--- config.mk ---
export PLATFORM = sky130hd
export DESIGN_NAME = dtm_dmi
export DESIGN_NICKNAME = d
export VERILOG_FILES = /design/src/rtl/dtm_pkg.sv /design/src/rtl/dmi_shreg.sv /design/src/rtl/dtm_dmi.sv
export SDC_FILE = /design/constraint.sdc
export NUM_CORES = 1
export LEC_CHECK = 0
export ABC_AREA = 1
export BUFFER_PORTS_ARGS = -buffer_cell sky130_fd_sc_hd__buf_2
export CORE_MARGIN = 2
export CORE_UTILIZATION = 35
export DETAILED_ROUTE_END_ITERATION = 16
export GPL_TIMING_DRIVEN = 0
export SYNTH_ARGS = -nofsm -noshare
export SYNTH_HDL_FRONTEND = slang
export SYNTH_SLANG_ARGS = --single-unit
--- constraint.sdc ---
create_clock -name tclk -period 1.65 [get_ports tclk]
set_input_delay 0.33 -clock tclk [delete_from_list [all_inputs] [get_ports tclk]]
set_output_delay 0.33 -clock tclk [all_outputs]
set_load 0.02 [all_outputs]
--- src/rtl/dtm_pkg.sv ---
// Shared types and constants for the debug transport module's DMI access path.
package dtm_pkg;

   localparam int DMI_ABITS = 7;

   typedef enum logic [1:0] {
      OP_NOP   = 2'd0,
      OP_READ  = 2'd1,
      OP_WRITE = 2'd2,
      OP_RSVD  = 2'd3
   } dmi_op_t;

   typedef enum logic [1:0] {
      STAT_OK     = 2'd0,
      STAT_FAILED = 2'd2,
      STAT_BUSY   = 2'd3
   } dmi_stat_t;

   typedef enum logic [1:0] {
      ST_IDLE     = 2'd0,
      ST_REQ      = 2'd1,
      ST_WAIT_RSP = 2'd2
   } dmi_state_t;

endpackage

--- src/rtl/dmi_shreg.sv ---
// DMI data register: parallel capture, LSB-first serial shift with tdi entering the MSB.
module dmi_shreg
   import dtm_pkg::*;
#(
   parameter int W = DMI_ABITS + 34
) (
   input  logic         tclk,
   input  logic         trst,
   input  logic         capture,
   input  logic         shift,
   input  logic         tdi,
   input  logic [W-1:0] cap_value,
   output logic [W-1:0] sr,
   output logic         tdo
);

   // Capture has precedence over shift; the caller already resolved command priority.
   always_ff @(posedge tclk) begin
      if (!trst) begin
         sr <= '0;
      end else if (capture) begin
         sr <= cap_value;
      end else if (shift) begin
         sr <= {tdi, sr[W-1:1]};
      end
   end

   assign tdo = sr[0];

endmodule

--- src/rtl/dtm_dmi.sv ---
// DTM to DMI bridge: scans {addr, data, op} requests, drives the DMI request/response
// handshake and keeps the sticky dmistat. Define DMI_TIMEOUT_EN to add a response watchdog.
module dtm_dmi
   import dtm_pkg::*;
#(
   parameter int ABITS          = DMI_ABITS,
   parameter int TIMEOUT_CYCLES = 1024
) (
   input  logic             tclk,
   input  logic             trst,
   input  logic             capture_dr,
   input  logic             shift_dr,
   input  logic             update_dr,
   input  logic             tdi,
   output logic             dmi_tdo,
   input  logic             dmireset,
   input  logic             dmihardreset,
   output logic [1:0]       dmistat,
   output logic             req_valid,
   input  logic             req_ready,
   output logic [ABITS-1:0] req_addr,
   output logic [31:0]      req_data,
   output logic [1:0]       req_op,
   input  logic             rsp_valid,
   output logic             rsp_ready,
   input  logic [31:0]      rsp_data,
   input  logic [1:0]       rsp_op
);

   localparam int W = ABITS + 34;

   dmi_state_t       state_q, state_d;
   dmi_stat_t        stat_q;
   dmi_op_t          op_q;
   logic [ABITS-1:0] addr_q;
   logic [31:0]      wdata_q;
   logic [31:0]      rdata_q;
   logic [W-1:0]     sr;
   logic [W-1:0]     cap_value;
   logic [1:0]       cap_op;
   dmi_op_t          sr_op;
   logic             upd, cap, shf, busy, start, rsp_done, rsp_err, timeout;

   // Resolve coinciding commands: hard reset, then dmireset, update, capture, shift.
   assign upd = update_dr  & ~dmihardreset & ~dmireset;
   assign cap = capture_dr & ~dmihardreset & ~dmireset & ~update_dr;
   assign shf = shift_dr   & ~dmihardreset & ~dmireset & ~update_dr & ~capture_dr;

   assign busy     = (state_q != ST_IDLE);
   assign sr_op    = dmi_op_t'(sr[1:0]);
   assign start    = upd && !busy && (stat_q == STAT_OK) &&
                     (sr_op == OP_READ || sr_op == OP_WRITE);
   assign rsp_done = (state_q == ST_WAIT_RSP) && rsp_valid && !dmihardreset;
   assign rsp_err  = (rsp_op == 2'd2) || (rsp_op == 2'd3);

   assign cap_op    = busy ? STAT_BUSY : stat_q;
   assign cap_value = {addr_q, rdata_q, cap_op};

   dmi_shreg #(.W(W)) u_shreg (
      .tclk      (tclk),
      .trst      (trst),
      .capture   (cap),
      .shift     (shf),
      .tdi       (tdi),
      .cap_value (cap_value),
      .sr        (sr),
      .tdo       (dmi_tdo)
   );

`ifdef DMI_TIMEOUT_EN
   localparam int CW = $clog2(TIMEOUT_CYCLES + 1);
   logic [CW-1:0] wd_cnt;

   // Watchdog restarts on each new request and counts every cycle the FSM is outstanding.
   always_ff @(posedge tclk) begin
      if (!trst) begin
         wd_cnt <= '0;
      end else if (start) begin
         wd_cnt <= '0;
      end else if (busy) begin
         wd_cnt <= wd_cnt + 1'b1;
      end
   end

   assign timeout = busy && !rsp_done && (wd_cnt == CW'(TIMEOUT_CYCLES - 1));
`else
   // Without the watchdog a transaction waits for its response indefinitely.
   assign timeout = (TIMEOUT_CYCLES < 0);
`endif

   // FSM state register.
   always_ff @(posedge tclk) begin
      if (!trst) begin
         state_q <= ST_IDLE;
      end else begin
         state_q <= state_d;
      end
   end

   // Next-state and handshake outputs; abort and watchdog override the normal flow.
   always_comb begin
      state_d   = state_q;
      req_valid = 1'b0;
      rsp_ready = 1'b0;
      case (state_q)
         ST_IDLE: begin
            if (start) state_d = ST_REQ;
         end
         ST_REQ: begin
            req_valid = 1'b1;
            if (req_ready) state_d = ST_WAIT_RSP;
         end
         ST_WAIT_RSP: begin
            rsp_ready = 1'b1;
            if (rsp_valid) state_d = ST_IDLE;
         end
         default: state_d = ST_IDLE;
      endcase
      if (timeout || dmihardreset) state_d = ST_IDLE;
   end

   // Request fields latch on a new request; read data returns with a READ response.
   always_ff @(posedge tclk) begin
      if (!trst) begin
         addr_q  <= '0;
         wdata_q <= '0;
         op_q    <= OP_NOP;
         rdata_q <= '0;
      end else begin
         if (start) begin
            addr_q  <= sr[W-1:34];
            wdata_q <= sr[33:2];
            op_q    <= sr_op;
         end
         if (rsp_done && op_q == OP_READ) begin
            rdata_q <= rsp_data;
         end
      end
   end

   // Sticky status: busy on any DR access while outstanding, otherwise first error wins.
   always_ff @(posedge tclk) begin
      if (!trst) begin
         stat_q <= STAT_OK;
      end else if (dmihardreset || dmireset) begin
         stat_q <= STAT_OK;
      end else if ((upd || cap) && busy) begin
         stat_q <= STAT_BUSY;
      end else if (stat_q == STAT_OK) begin
         if (rsp_done && rsp_err) begin
            stat_q <= dmi_stat_t'(rsp_op);
         end else if (timeout) begin
            stat_q <= STAT_FAILED;
         end
      end
   end

   assign dmistat  = stat_q;
   assign req_addr = addr_q;
   assign req_data = wdata_q;
   assign req_op   = op_q;

endmodule

==> flow_summary.ini, run 1 <==
[status]
outcome = finished clean

[floorplanning]
rows = 45
die_h_um = 128.9
die_area_mm2 = 0.01661
start_util = 0.3591
io_pins = 90
core_area_mm2 = 0.01520
die_w_um = 128.9

[logic_synthesis]
synthSimpleGateAreaFrac = 0.2849
synth_adder_area_share = 0
syn-cell-area_mm2 = 0.005459
yosys.area.top_type = dfxtp_1
synth.distinct_cells = 24
synthTopCellsByCount = dfxtp_1, nand3_1, nand2_1, inv_1, a21oi_1
yosys.area_share.xor_xnor = 0
synth_area_leaders = dfxtp_1, nand3_1, a21oi_1
synthMuxAreaShare = 0
synth_edf_count = 0
ys.flop_type = dfxtp_1
synthMostInstantiatedCell = dfxtp_1
synth_fp_nets = 790
ys_ff_latch = 118
synth_seq_area_share = 0.4327
synth-compound-area-share = 0.1568
synth_top_family_by_area = simple AND/OR/NAND/NOR gates
ys_warn_count = 0
syn_inst = 746
syn_area_per_cell_um2 = 7.318
synth_top_area_frac = 0.4327
async_flop_share = 0

[clock_network]
cts_tree = yes
insertion_delay_ns = 0.42
cts_sinks = 118
clk_pin_slew_ns = 0.05
clock_tree.buffer_depth = 2
htreeDepth = 4
cts_root_buf = clkbuf_16
numCtsBuffers = 17

[global_routing]
overflow = 0
grt_first_pass_wirelength_um = 24620
grt.total_usage = 0.1900
first_global_vias = 5002
antenna_found_initial = 0
grt_max_degree = 17

[power]
clkPwrFrac = 0.537
p_sw_frac = 0.2221
seqPwrFrac = 0.406
ir_worst_vdd_v = 0.0007478
finalPower_mw = 7.051
p_int_mw = 5.485
p_comb_frac = 0.057
switching_power_mw = 1.566
p_leak_nw = 2.837
powerDensity_mw_per_mm2 = 1034

[critical_path]
end_kind = flip-flop
slowest_stage = dfxtp_1
r2r_cells = 7
critPathBufInv = 3
critPathLaunchType = flip-flop
critPathRequiredTime_ns = 1.96
cp_cell_sequence = inv_2, a21oi_2, buf_4, buf_4, nand3_1, nand2_1, nor2_1
cp_slowest_stage_delay_ns = 0.45
path_class = flip-flop to flip-flop
cp.arrival_ns = 1.90
path_delay_family = buffers and inverters
crit_cells = 7
critical_path.max_fanout = 10
cpMostUsedCell = buf_4

[run]
drv_cap = 0

[route]
drc_errors = 0
drtPass1Iterations = 5
wl_per_cell_um = 14.64
vias = 5276
vias_per_cell = 4.987
final_antenna_net_count = 0
drt_wl_total_um = 15490
drt_iter0_markers = 273

[place]
place_hpwl_um = 10710
gp_congestion = 0.8017
pre_cts_ws_ns = -0.2174
port-buffer-count = 88
placed_cells = 1022

[finish]
final_core_util = 0.4485
drive_gt1_frac = 0.2368
antennaDiodeCount = 0
stdcell_count = 1058
fin_nets = 901
area_delta_synth_final_pct = 24.89

[timing]
worst_slew_pin_slew_ns = 0.6734
slew_headroom = 0.5511
fin_worst_skew_ns = 0.006737
setup_ws_ns = 0.06369
max_freq_mhz = 630.4
drv_slew = 0
whs_ns = 0.1653
rsz0062_at_grt = false
hold_viol_final = 0
fin_crit_sh = 0.9614
setup_viol = 0
layout_min_cycle_time_ns = 1.586

[min_path]
hp-class = input pin to flip-flop
hold_depth = 3
==> flip-flops by register name, indices dropped and copies added (netlist names) <==
register and cells:
req_data 32, state_q 2, rdata_q 32, req_addr 7, dmistat 2, req_op 2
u_shreg.sr 41
==> power by group through the flow <==
stage | clock (mW) | combinational (mW) | sequential, mW
floorplan | 0 | 0.248 | 2.92
global placement | 0 | 0.394 | 2.92
detailed placement | 0 | 0.393 | 2.92
CTS | 3.84 | 0.395 | 2.86
global route | 3.97 | 0.446 | 2.86
finish | 3.79 | 0.399 | 2.86
==> worst reg2reg max path: cells and delay by family, from the launching register on <==
kind / cells / cell delay [ns]
DFF: 1 / 0.45
and+or+nand+nor: 3 / 0.26
AOI/OAI and AO/OA: 1 / 0.25
buffers and inverters: 3 / 0.52
==> cells by family (layout without fill, tap and decap cells) <==
group,count (synthesis),count (layout)
and+or+nand+nor,323,323
buffers and inverters,157,281
AOI/OAI and AO/OA,148,148
DFF,118,118
==> cell type report <==
cell class	count	area, µm²
sequential	118	2362
timing repair buffer	92	467.9
inverter	92	345.3
clock inverter	7	90.09
tap	188	235.2
buffer	65	364.1
clock buffer	25	525.5
fill	1591	8384
multi-input combinational	471	2427
==> through the flow <==
step / area (µm²) / TNS [ns]
detailed placement: 6135 / -9.025
finish: 6818 / 0
CTS: 6759 / 0
floorplan: 5459 / 0
global route: 6818 / 0
global placement: 6135 / -8.208
==> cell usage in the layout, fill, tap and decap left out, drive strengths merged <==
| cell type | n |
|---|---|
| nand3 | 124 |
| buf | 120 |
| dfxtp | 118 |
| a21oi | 113 |
| nand2 | 98 |
| inv | 92 |
| clkbuf | 62 |
| nor2 | 58 |
| nand4 | 38 |
| o21ai | 34 |
| clkinv | 3 |
| or2 | 3 |
| nor3 | 2 |
| bufinv | 2 |
| clkinvlp | 2 |
| o211ai | 1 |
==> path summary, 6_finish.rpt <==
path	start	endpoint	slack, ns
setup reg to reg	u_shreg.sr[0]$_SDFFE_PN0P_	req_data[28]$_SDFFE_PN0P_	0.06
setup / recovery	u_shreg.sr[0]$_SDFFE_PN0P_	req_data[28]$_SDFFE_PN0P_	0.06
hold reg to reg	rdata_q[3]$_SDFFE_PN0P_	rdata_q[3]$_SDFFE_PN0P_	0.46
hold / removal	req_ready	state_q[1]$_SDFFE_PP0P_	0.17
==> routing by layer <==
layer,up-vias,wire length (µm),global-route usage
met2,150,7170,0.2969
met1,2416,7241,0.2539
met5,-,0,0
met3,20,842,0.04699
li1,2690,-,-
met4,0,235,0.07225
==> repair_timing <==
action	CTS	global route
buffers inserted	0	3
pin swaps	0	0
hold buffers	0	0
gates resized for setup	4	13
setup endpoints to repair	63	46
gates cloned	0	1
(Power assumes the default switching activity.)
==> run 2, diff against run 1 <==
Settings changed: CTS_BUF_LIST set to sky130_fd_sc_hd__clkbuf_8.
==> flow_summary.ini, run 2 (synthesized netlist as in run 1, its figures left out) <==
[status]
outcome = finished clean

[timing]
rsz0062_at_grt = false
fin_worst_skew_ns = 0.008684
setup_tns_ns = 0
max_freq_mhz = 654.1
setup_ws_ns = 0.1211
worst_slew_pin_slew_ns = 0.6721
drv_slew = 0
fin_crit_sh = 0.9266
layout_min_cycle_time_ns = 1.529
hold_viol_final = 0
slew_headroom = 0.5520
whs_ns = 0.1269
setup_viol = 0

[clock_network]
cts_root_buf = clkbuf_8
numCtsBuffers = 17
htreeDepth = 4
clock_tree.buffer_depth = 2
cts_tree = yes
insertion_delay_ns = 0.46
cts.hold.buffers_added = 0
cts_sinks = 118
clk_pin_slew_ns = 0.07

[floorplanning]
io_pins = 90
rows = 45
die_area_mm2 = 0.01661
core_area_mm2 = 0.01520
start_util = 0.3591
die_h_um = 128.9
die_w_um = 128.9

[finish]
antennaDiodeCount = 0
largest_reg_flops = 41
finalInstanceArea_mm2 = 0.006628
top_register = u_shreg.sr
final_core_util = 0.4360
drive_gt1_frac = 0.2379
fillers = 1633
mostFrequentLayoutCells = dfxtp_1, nand3_1, buf_2
final_common_cell = dfxtp_1
fin_nets = 901
area_delta_synth_final_pct = 21.41

[critical_path]
slowest_stage = dfxtp_1
cp_slowest_stage_delay_ns = 0.34
reg2reg_slack_ns = 0.14
critPathLaunchType = flip-flop
cp_cell_sequence = inv_1, nor2_1, buf_2
reg2reg_from = state_q[1]$_SDFFE_PP0P_
critPathRequiredTime_ns = 1.32
r2r_cells = 8
cp.arrival_ns = 1.20
end_kind = primary output
critical_path.max_fanout = 3
timing.rr.end = req_data[28]$_SDFFE_PN0P_
path_class = flip-flop to primary output

[route]
met2RoutedLength_um = 7075
final_antenna_net_count = 0
drc_errors = 0
dr_wl_met3_um = 937
drtPass1Iterations = 5
wl_per_cell_um = 14.59
drt_wl_total_um = 15430
drt_iter0_markers = 294
vias = 5256
top_layer_used = met4
vias_per_cell = 4.968
m1WireLength_um = 7115

[run]
drv_cap = 0

[global_routing]
first_global_vias = 5004
overflow = 0
antenna_found_initial = 0
grt.total_usage = 0.1905
grt_first_pass_wirelength_um = 24640
grt_max_degree = 17

[min_path]
hold_depth = 3
hp-class = input pin to flip-flop
min_to = state_q[1]$_SDFFE_PP0P_
min_from = req_ready

[power]
p_leak_nw = 2.754
ir_worst_vdd_v = 0.0005354
powerDensity_mw_per_mm2 = 912.8

[place]
dpl_cell_area_mm2 = 0.006135
gp_congestion = 0.8017
port-buffer-count = 88
place_hpwl_um = 10710
pre_cts_ws_ns = -0.2174
-- run 2: changes by cell type in the layout (fill, tap and decap cells not counted), sizes merged --
cell    delta
clkbuf     -1
inv        +1
-- run 2: where the power goes --
group          leakage (nW)  switching, mW  internal, mW  total [mW]
Combinational          1.59          0.268         0.131       0.399
Sequential            0.951        0.00399          2.86        2.86
Clock                 0.218           1.18          1.61        2.79
Total                  2.75           1.45          4.60        6.05
-- run 2: area by class of cell --
| class | count | area (µm²) | share of cell area |
|---|---|---|---|
| plain buffers | 65 | 364.1 | 0.05494 |
| clock buffers | 24 | 330.3 | 0.04984 |
| clock inverters | 8 | 93.84 | 0.01416 |
| repair buffers | 92 | 467.9 | 0.07061 |
| inverters | 92 | 345.3 | 0.05210 |
| flip-flops and latches | 118 | 2364 | 0.3566 |
| multi-input cells | 471 | 2427 | 0.3662 |
| well taps | 188 | 235.2 | 0.03549 |
-- run 2: through the flow --
stage | power, mW | cells
3_5_place_dp | 3.318 | 1022
2_1_floorplan | 3.172 | 746
5_1_grt | 6.273 | 1058
4_1_cts | 6.095 | 1054
6_report | 6.050 | 1058
3_3_place_gp | 3.319 | 1022
-- run 2: worst max-delay path by stage --
stage / slack, ns / endpoint / cells after the start / startpoint
floorplan: 0.28 / req_data[19]$_SDFFE_PN0P_ / 6 / u_shreg.sr[0]$_SDFFE_PN0P_
global placement: -0.21 / rdata_q[17]$_SDFFE_PN0P_ / 5 / trst
detailed placement: -0.22 / rdata_q[17]$_SDFFE_PN0P_ / 5 / trst
CTS: 0.02 / req_data[22]$_SDFFE_PN0P_ / 6 / u_shreg.sr[0]$_SDFFE_PN0P_
global route: 0.02 / req_data[29]$_SDFFE_PN0P_ / 8 / state_q[1]$_SDFFE_PP0P_
finish: 0.12 / req_valid / 3 / state_q[0]$_SDFFE_PP0P_
-- run 2: worst max-delay path: cells and delay by family, from the launching register on --
| kind | cells | cell delay (ns) |
|---|---|---|
| and+or+nand+nor | 1 | 0.15 |
| buffers and inverters | 2 | 0.25 |
| DFF | 1 | 0.34 |
-- run 2: what timing repair did --
item | in CTS | in global routing
cloned | 0 | 1
buffers inserted | 0 | 3
resized for setup | 4 | 14
endpoints found under the setup margin | 64 | 49
-- run 2: per-layer routing --
metal / up-vias / global-route usage
met1: 2406 / 0.2546
met2: 143 / 0.2960
li1: 2684 / -
met4: 0 / 0.07545
met5: - / 0
met3: 23 / 0.04782
==> run 3, diff against run 2 <==
Settings changed: GPL_TIMING_DRIVEN 0 to unset.
==> flow_summary.ini, run 3 (synthesized netlist as in run 1, its figures left out) <==
[clock_network]
clock_tree.buffer_depth = 2
cts_tree = yes
cts_resized = 0
numCtsBuffers = 17
cts_root_buf = clkbuf_8
cts.hold.buffers_added = 0
htreeDepth = 4
insertion_delay_ns = 0.44
clk_pin_slew_ns = 0.06
cts_sinks = 118
cts_setup_buffers = 0

[route]
drt_wl_total_um = 13720
drc_errors = 0
vias_per_cell = 4.871
final_antenna_net_count = 0
drtPass1Iterations = 4
drt_iter0_markers = 318
wl_per_cell_um = 13.47
vias = 4959

[timing]
drv_slew = 0
layout_min_cycle_time_ns = 1.497
slew_headroom = 0.7939
fin_worst_skew_ns = 0.01038
max_freq_mhz = 668.0
fin_crit_sh = 0.9073
rsz0062_at_grt = false
hold_viol_final = 0
worst_slew_pin_slew_ns = 0.3092
setup_viol = 0
setup_tns_ns = 0

[floorplanning]
io_pins = 90
die_area_mm2 = 0.01661
rows = 45
die_h_um = 128.9
start_util = 0.3591
die_w_um = 128.9
core_area_mm2 = 0.01520

[power]
finalPower_mw = 6.044
ir_worst_vdd_v = 0.0004969
p_leak_nw = 2.707
powerDensity_mw_per_mm2 = 920.6

[critical_path]
critPathLaunchType = flip-flop
critPathRequiredTime_ns = 1.32
end_kind = primary output
path_class = flip-flop to primary output
critical_path.max_fanout = 3
cp.arrival_ns = 1.17

[finish]
mostFrequentLayoutCells = dfxtp_1, nand3_1, nand2_1
multiInputGateArea_mm2 = 0.002435
drive_gt1_frac = 0.2422
register_area_mm2 = 0.002362
final_common_cell = dfxtp_1
antennaDiodeCount = 0
largest_reg_flops = 41
final_core_util = 0.4319
fin_nets = 861
area_delta_synth_final_pct = 20.26
top_register = u_shreg.sr
fillers = 1572

[global_routing]
grt.total_usage = 0.1694
grt_max_degree = 51
overflow = 0
first_global_vias = 4579
grt_first_pass_wirelength_um = 22420
antenna_found_initial = 0

[status]
outcome = finished clean

[place]
place_hpwl_um = 9065
port-buffer-count = 89
gp_congestion = 0.7578

[min_path]
hp-class = input pin to flip-flop

[run]
drv_cap = 0
==> run 3: cell count changes in the layout (fill, tap and decap cells not counted), sizes merged <==
cell and change:
buf -3, inv +1, clkinvlp -1, clkinv +2, clkbuf -40, bufinv +1
==> run 3: through the flow <==
stage               area [µm²]  setup slack [ns]  instances  hold slack, ns
floorplan                 5459            0.2776        746          0.4300
global placement          6146           0.09370        986          0.4404
detailed placement        6146           0.05269        986          0.4466
CTS                       6565            0.1272       1018          0.1357
global route              6565           0.04056       1018          0.1446
finish                    6565            0.1530       1018          0.1548
==> run 3: power by group <==
part,internal (mW),switching [mW],total (mW)
clock,1.63,1.17,2.80
combinational,0.131,0.250,0.382
sequential,2.86,0.00400,2.86
total,4.62,1.43,6.04
==> run 3: area by class of cell <==
type                       instances  area share
timing repair buffer             117      0.1170
clock buffer                      21     0.04403
sequential                       118      0.3598
multi-input combinational        471      0.3709
tap                              188     0.03583
clock inverter                    11     0.01982
inverter                          92     0.05260
==> run 3: worst paths after layout <==
kind                                 start                          end  slack, ns  cells after the start
setup / recovery   state_q[0]$_SDFFE_PP0P_                    req_valid       0.15                      3
hold / removal                         tdi  u_shreg.sr[40]$_SDFFE_PN0P_       0.15                      3
setup reg to reg   state_q[0]$_SDFFE_PP0P_      rdata_q[8]$_SDFFE_PN0P_       0.21                      7
hold reg to reg   rdata_q[25]$_SDFFE_PN0P_     rdata_q[25]$_SDFFE_PN0P_       0.46                      2
==> run 3: worst max-delay path, stage by stage, from the launching register on <==
cell	delay, ns
dfxtp_1	0.33
inv_1	0.05
nor2_1	0.16
buf_2	0.20
==> run 3: routing by layer <==
layer	GRT usage	vias to the layer above	part of all wire
li1	-	2601	-
met1	0.2232	2234	0.48
met2	0.2723	116	0.47
met3	0.03867	8	0.049
met4	0.06138	0	0.0071
met5	0	-	0
